===== config.mk =====
export PLATFORM = sky130hd
export DESIGN_NAME = sweep_controller_flat
export DESIGN_NICKNAME = d
export VERILOG_FILES = /design/src/rtl/sweep_if.sv /design/src/rtl/sweep_controller.sv /design/src/flat_wrapper.sv
export SDC_FILE = /design/constraint.sdc
export NUM_CORES = 1
export LEC_CHECK = 0
export ABC_CLOCK_PERIOD_IN_PS = 9550
export CORE_MARGIN = 1.5
export CORE_UTILIZATION = 35
export DETAILED_ROUTE_END_ITERATION = 12
export PLACE_DENSITY = 0.61
export SLEW_MARGIN = 30
export SYNTH_ARGS = -nofsm -noshare
export SYNTH_HDL_FRONTEND = slang
export SYNTH_SLANG_ARGS = --single-unit

===== constraint.sdc =====
create_clock -name CLOCK_50 -period 9.55 [get_ports CLOCK_50]
set_input_delay 2.865 -clock CLOCK_50 [delete_from_list [all_inputs] [get_ports CLOCK_50]]
set_output_delay 2.865 -clock CLOCK_50 [all_outputs]
set_load 0.02 [all_outputs]

===== src/rtl/sweep_if.sv =====
// Handshake bundle between the sweep controller, the ADC capture register
// and the servo/display path.
interface sweep_if #(
    parameter int NUM_POS = 16
) ();
    localparam int PW = $clog2(NUM_POS);

    logic          start;
    logic [11:0]   adc_value;
    logic          adc_valid;
    logic [PW-1:0] pos_out;
    logic          busy;
    logic          done;
    logic [PW-1:0] best_pos;
    logic [11:0]   best_value;

    modport master (
        output start, adc_value, adc_valid,
        input  pos_out, busy, done, best_pos, best_value
    );

    modport slave (
        input  start, adc_value, adc_valid,
        output pos_out, busy, done, best_pos, best_value
    );
endinterface


===== src/rtl/sweep_controller.sv =====
// One light-seeking sweep: step the servo, settle, average ADC readings per
// position, then park on the brightest position and publish it.
//
// state   | meaning
// IDLE    | waiting for start, servo holds last position
// MOVE    | command servo to idx, load settle timer
// SETTLE  | wait for servo to settle, ADC ignored
// ACQ     | accumulate SAMPLES ADC strobes
// EVAL    | compare average against running best, advance idx
// PARK    | command servo to best position, load settle timer
// PSETTLE | wait for servo to settle at park position
// DONE    | publish result, pulse done
module sweep_controller #(
    parameter int NUM_POS       = 16,
    parameter int SETTLE_CYCLES = 1000000,
    parameter int SAMPLES       = 8
) (
    input logic   CLOCK_50,
    input logic   reset,
    sweep_if.slave bus
);
    localparam int PW = $clog2(NUM_POS);
    localparam int SL = $clog2(SAMPLES);
    localparam int AW = 12 + SL;
    localparam int CW = $clog2(SETTLE_CYCLES + 1);
    localparam int NW = SL + 1;

    typedef enum logic [2:0] {
        IDLE, MOVE, SETTLE, ACQ, EVAL, PARK, PSETTLE, DONE
    } state_t;

    state_t        state, next_state;
    logic [PW-1:0] idx, run_pos, pos_r, best_pos_r;
    logic [11:0]   run_val, best_val_r, avg;
    logic [AW-1:0] acc;
    logic [CW-1:0] settle_cnt;
    logic [NW-1:0] sample_cnt;
    logic          busy_r, done_r;
    logic          settle_last, sample_last, last_pos;

    assign settle_last = (settle_cnt == '0);
    assign sample_last = (sample_cnt == NW'(SAMPLES - 1));
    assign last_pos    = (idx == PW'(NUM_POS - 1));
    assign avg         = acc[AW-1:SL];

    assign bus.pos_out    = pos_r;
    assign bus.busy       = busy_r;
    assign bus.done       = done_r;
    assign bus.best_pos   = best_pos_r;
    assign bus.best_value = best_val_r;

    always_ff @(posedge CLOCK_50 or posedge reset) begin
        if (reset) state <= IDLE;
        else       state <= next_state;
    end

    always_comb begin
        next_state = state;
        case (state)
            IDLE:    if (bus.start) next_state = MOVE;
            MOVE:    next_state = SETTLE;
            SETTLE:  if (settle_last) next_state = ACQ;
            ACQ:     if (bus.adc_valid && sample_last) next_state = EVAL;
            EVAL:    next_state = last_pos ? PARK : MOVE;
            PARK:    next_state = PSETTLE;
            PSETTLE: if (settle_last) next_state = DONE;
            DONE:    next_state = IDLE;
            default: next_state = IDLE;
        endcase
    end

    always_ff @(posedge CLOCK_50 or posedge reset) begin
        if (reset) begin
            idx        <= '0;
            run_pos    <= '0;
            run_val    <= '0;
            acc        <= '0;
            settle_cnt <= '0;
            sample_cnt <= '0;
            pos_r      <= '0;
            best_pos_r <= '0;
            best_val_r <= '0;
            busy_r     <= 1'b0;
            done_r     <= 1'b0;
        end else begin
            // busy/done are registered copies of the next state
            busy_r <= (next_state != IDLE);
            done_r <= (next_state == DONE);
            case (state)
                IDLE: begin
                    if (bus.start) begin
                        idx        <= '0;
                        run_pos    <= '0;
                        run_val    <= '0;
                        acc        <= '0;
                        sample_cnt <= '0;
                    end
                end
                MOVE: begin
                    pos_r      <= idx;
                    settle_cnt <= CW'(SETTLE_CYCLES - 1);
                end
                SETTLE: begin
                    if (!settle_last) settle_cnt <= settle_cnt - CW'(1);
                end
                ACQ: begin
                    if (bus.adc_valid) begin
                        acc        <= acc + AW'(bus.adc_value);
                        sample_cnt <= sample_last ? '0 : sample_cnt + NW'(1);
                    end
                end
                EVAL: begin
                    // strict compare so ties keep the earlier position
                    if (avg > run_val) begin
                        run_val <= avg;
                        run_pos <= idx;
                    end
                    acc <= '0;
                    if (!last_pos) idx <= idx + PW'(1);
                end
                PARK: begin
                    pos_r      <= run_pos;
                    settle_cnt <= CW'(SETTLE_CYCLES - 1);
                end
                PSETTLE: begin
                    if (settle_last) begin
                        best_pos_r <= run_pos;
                        best_val_r <= run_val;
                    end else begin
                        settle_cnt <= settle_cnt - CW'(1);
                    end
                end
                default: ;
            endcase
        end
    end
endmodule


===== src/flat_wrapper.sv =====
// flat-port wrapper written by rule: the top's interface ports become plain ports
module sweep_controller_flat 
#(
    parameter int NUM_POS       = 16,
    parameter int SETTLE_CYCLES = 1000000,
    parameter int SAMPLES       = 8
)
  (CLOCK_50, reset, bus_start, bus_adc_value, bus_adc_valid, bus_pos_out, bus_busy, bus_done, bus_best_pos, bus_best_value);
  sweep_if #(.NUM_POS(NUM_POS)) bus_i ();
  input logic CLOCK_50;
  input logic reset;
  input wire logic [$bits(bus_i.start)-1:0] bus_start;
  input wire logic [$bits(bus_i.adc_value)-1:0] bus_adc_value;
  input wire logic [$bits(bus_i.adc_valid)-1:0] bus_adc_valid;
  output wire logic [$bits(bus_i.pos_out)-1:0] bus_pos_out;
  output wire logic [$bits(bus_i.busy)-1:0] bus_busy;
  output wire logic [$bits(bus_i.done)-1:0] bus_done;
  output wire logic [$bits(bus_i.best_pos)-1:0] bus_best_pos;
  output wire logic [$bits(bus_i.best_value)-1:0] bus_best_value;
  assign bus_i.start = bus_start;
  assign bus_i.adc_value = bus_adc_value;
  assign bus_i.adc_valid = bus_adc_valid;
  assign bus_pos_out = bus_i.pos_out;
  assign bus_busy = bus_i.busy;
  assign bus_done = bus_i.done;
  assign bus_best_pos = bus_i.best_pos;
  assign bus_best_value = bus_i.best_value;
  sweep_controller #(.NUM_POS(NUM_POS), .SETTLE_CYCLES(SETTLE_CYCLES), .SAMPLES(SAMPLES)) u_core (.CLOCK_50(CLOCK_50), .reset(reset), .bus(bus_i));
endmodule

# Word-level counts from Yosys, hierarchy flattened

Index checks and enable logic that the tools add are counted.

Bits in registers: 84
Input bits: 16
Output and inout bits: 22

Add/subtract/negate cells: 4
$lt $le $gt $ge: 1
Equal/unequal tests: 15
Muxes and demuxes: 23
Reduce and logical (&&, ||, !) cells: 17

Operator list:

| kind                    | number |
|---|---|
| $pmux W15 S3            | 1 |
| $pmux W20 S2            | 1 |
| $pmux W4 S2             | 4 |
| $mux W15                | 2 |
| $mux W12                | 2 |
| $pmux W12 S2            | 1 |
| $pmux W3 S8             | 1 |
| $logic_not A20 Y1       | 1 |
| $mux W20                | 1 |
| $mux W4                 | 5 |
| $sub A20 B1 Y20 const B | 1 |
| $add A15 B12 Y15        | 1 |
| $eq A3 B3 Y1 const B    | 5 |
| $mux W3                 | 5 |
| $gt A12 B12 Y1          | 1 |
| $reduce_and A3 Y1       | 4 |
| $add A4 B1 Y4 const B   | 2 |
| $ne A2 B2 Y1 const B    | 4 |
| $reduce_bool A2 Y1      | 4 |
| $eq A3 B2 Y1 const B    | 2 |
| $reduce_bool A3 Y1      | 2 |
| $eq A4 B3 Y1 const B    | 1 |
| $eq A4 B4 Y1 const B    | 1 |
| $reduce_and A2 Y1       | 2 |
| 5 further kinds         | 6 |

# Longest topological paths before layout

Depth in word-level cells: 5
Mapped depth: 9
Gate-level depth less buffers: 8

# Worst setup path after synthesis

OpenSTA, ideal clock, no wires.

Path kind: input to register
From: input bus_adc_value[0]
To: register u_core.acc[8]
Arrival: 4.556 ns
Data required time: 9.417 ns
Slack: 4.861 ns
Cell stages on the path: 8
Path buffers: 0
Cell sequence: ha_1 > fa_1 > a211oi_1 > o21bai_1 > a211o_1 > a31oi_1 > xor2_1 > o21ai_0

Cells in the longest elaborated chain, start to end: 3

RTL lines:

| what                 | line                    | RTL |
|---|---|---|
| start, declared      | flat_wrapper.sv:13      | `input wire logic [$bits(bus_i.adc_value)-1:0] bus_adc_value;` |
| $add A15 B12 Y15     | sweep_controller.sv:108 | `acc <= acc + AW'(bus.adc_value);` |
| $mux W15             | sweep_controller.sv:107 | `if (bus.adc_valid) begin` |
| $pmux W15 S3         | sweep_controller.sv:89  | `case (state)` |
| end signal, assigned | sweep_controller.sv:108 |  |
| end, declared        | sweep_controller.sv:35  | `logic [AW-1:0] acc;` |

No other way between the ends. The select of a mux whose other input is x is not followed.
A chain may end at the register's enable or synchronous reset.

# Worst setup path in the final report

Same ends and word-level chain as after synthesis.

==> metrics.yaml <==
outcome:
  status: "finished clean"
route:
  firstDrtPassIters: 4
  ant_nets: 0
  vias_per_cell: 5.200
  vias: 3661
  drc: 0
  finalWirelength_um: 10240
  wl_per_cell_um: 14.54
  drt-initial-drc-count: 136
placed_design:
  dpl.hpwl_um: 7123
  dpl_worst_slack_ps: 4295
  globalplace.congestion: 0.8285
  dp_cells: 688
  placed_area_um2: 5269
  portBuffers: 37
worst_setup_path:
  crit_path_start_kind: "input port"
  critPathKind: "input port to flip-flop"
  endpoint_kind: "flip-flop"
  crit_buf_inv: 1
  cp_top_family: "compound AO/OA/AOI/OAI gates"
  regToRegSetupSlack_ps: 6960
  r2r_start: "u_core.state[0]"
  crit_arrival_ps: 5100
  slowest_delay_ps: 440
  critPathMaxFanout: 3
  startpoint: "bus_adc_value[0]"
  required_ps: 9760
  slowest_stage: "fa_1"
  crit_chain: "clkdlybuf4s50_1 -> ha_1 -> fa_1 -> a211oi_1 -> o21bai_1 -> a211o_1 -> a31oi_1 -> xor2_1 -> o21ai_0"
cells_and_area:
  n_antenna_cell: 0
  fillers: 1327
  final_area_um2: 5539
  fin_nets: 567
  instances_no_fill: 704
  fin_util: 0.4199
  drive_gt1_frac: 0.07955
  area_growth_syn_to_layout_pct: 17.40
global_route:
  grt_pass1_wl_um: 17650
  antenna_found_initial: 0
  grt_max_degree: 85
  grt_pass1_vias: 3713
  grt_use_total: 0.1551
  grt_overflow: 0
clocking:
  cts_setup_buffers: 0
  cts_tree: "done"
  cts_hold_buf: 0
  root_buffer: "clkbuf_16"
  clockBufferDepth: 2
  cts_sinks: 84
  cts_buffers: 9
  htreeDepth: 3
  clk_pin_slew_worst_paths_ps: 60
  clock_latency_ps: 350
  cts_resized: 0
logic_synthesis:
  yosysSeqAreaShare: 0.4455
  syn_nets: 533
  netlist_area_um2: 4718
  ys.flop_type: "dfrtp_1"
  postSynthRegisterBits: 84
  yosys_warnings: 0
  synthCells: 489
  async_flop_share: 1.000
  synth_area_leader_cell: "dfrtp_1"
  synthDistinctLibCells: 64
  synth_area_leaders: "dfrtp_1 (45%), ha_1 (7.2%), nand2_1 (6.2%)"
  synth_edf_count: 0
  avgSynthCellArea_um2: 9.649
  synth_top_area_frac: 0.4455
floorplanning:
  chipWidth_um: 119.1
  row_count: 42
  initial_utilization: 0.3577
  io_pins: 38
  core_area_um2: 13190
  die_h_um: 119.1
  die_area_um2: 14190
power:
  peakVddDrop_v: 0.0001190
  power_density_nw_per_um2: 230.3
  total_leakage_power_nw: 2.313
  p_total_mw: 1.276
timing:
  fmax_ghz: 0.2044
  hold_viol: 0
  rsz0062_at_grt: "no"
  fin_crit_sh: 0.5122
  fin_skew_ps: 4.313
  drv_slew: 0
  whs_ps: 484.3
  tightest_slew_ps: 854.6
  finalSetupViolCount: 0
  relSlewSlack: 0.4286
  tns_ps: 0
  fin_ws_ps: 4658
  period_minus_slack_ps: 4892
worst_hold_path:
  hp-start: "u_core.bus.best_value[7]"
  min_path_type: "flip-flop to flip-flop"
flow_run:
  maxCapViolCount: 0
## kinds of logic (layout without fill, tap and decap cells)
| family | after synthesis | in the layout | synth area share |
|---|---|---|---|
| and+or+nand+nor | 180 | 180 | 0.1992 |
| buffers and inverters | 34 | 73 | 0.02864 |
| adders and majority gates | 28 | 28 | 0.07584 |
| xor gates and xnor gates | 16 | 16 | 0.02970 |
| DFF | 84 | 84 | 0.4455 |
| muxes | 32 | 32 | 0.06948 |
| AOI/OAI and AO/OA | 115 | 115 | 0.1517 |
## final cells by class
class                   instances  area (um^2)  share of cell area
well taps                     176        220.2             0.03976
clock buffers                  11        242.7             0.04382
multi-input cells             371         2481              0.4479
clock inverters                 5        27.53            0.004970
flip-flops and latches         84         2102              0.3795
repair buffers                 41        404.1             0.07296
inverters                      16        61.31             0.01107
## worst paths after layout
| check | cells after the start | to |
|---|---|---|
| max in group asynchronous | 3 | u_core.acc[0] |
| worst max-delay path | 9 | u_core.acc[8] |
| worst min-delay path | 2 | u_core.bus.best_value[7] |
| min in group asynchronous | 3 | u_core.bus.pos_out[1] |
| worst min register to register | 2 | u_core.bus.best_value[7] |
| worst max register to register | 5 | u_core.run_val[4] |
## flip-flops by register name, summed over array words and instances (netlist names)
| signal | cells |
|---|---|
| u_core.bus.best_pos | 4 |
| u_core.bus.done | 1 |
| u_core.acc | 15 |
| u_core.bus.pos_out | 4 |
| u_core.idx | 4 |
| u_core.bus.busy | 1 |
| u_core.state | 3 |
| u_core.sample_cnt | 4 |
| u_core.run_pos | 4 |
| u_core.bus.best_value | 12 |
| u_core.run_val | 12 |
| u_core.settle_cnt | 20 |
## routing by layer
| layer | track usage | part of all wire | vias up |
|---|---|---|---|
| met3 | 0.04502 | 0.036 | 16 |
| met4 | 0.05422 | 0.017 | 0 |
| li1 | - | - | 1832 |
| met1 | 0.2002 | 0.48 | 1759 |
| met5 | 0 | 0 | - |
| met2 | 0.2482 | 0.47 | 54 |
## cell usage after synthesis, types with 7 or more instances
| cell | instances |
|---|---|
| nor2_1 | 25 |
| mux2i_1 | 26 |
| a21oi_1 | 25 |
| clkbuf_1 | 13 |
| ha_1 | 27 |
| nand2_1 | 78 |
| xor2_1 | 8 |
| xnor2_1 | 8 |
| dfrtp_1 | 84 |
| inv_1 | 16 |
| nand4_1 | 7 |
| a21o_1 | 7 |
| nand3_1 | 20 |
| o21ai_0 | 33 |
| o21ai_1 | 12 |
| nor3_1 | 8 |
## worst min-delay path, delay by kind of cell (launching register included)
kind,cells,cell delay [ps]
DFF,1,340
AOI/OAI and AO/OA,1,60
and+or+nand+nor,1,50
## power breakdown
part           switching, mW  leakage (nW)  internal [mW]  total (mW)
clock                  0.143         0.135          0.181       0.324
combinational          0.234          1.08          0.204       0.438
sequential            0.0897          1.10          0.424       0.514
total                  0.466          2.31          0.809        1.28
## layout by cell type (no fill, tap or decap), types with 7 or more instances in the layout
cell             instances
nand2_1                 78
clkbuf_16                9
ha_1                    27
o21ai_1                 12
a21o_1                   7
a21oi_1                 25
xnor2_1                  8
nor2_1                  25
inv_1                   15
mux2i_1                 26
o21ai_0                 33
nand3_1                 20
nand4_1                  7
xor2_1                   8
dfrtp_1                 84
nor3_1                   8
clkdlybuf4s50_1         37
No activity file was read; power rests on OpenSTA's default activity.
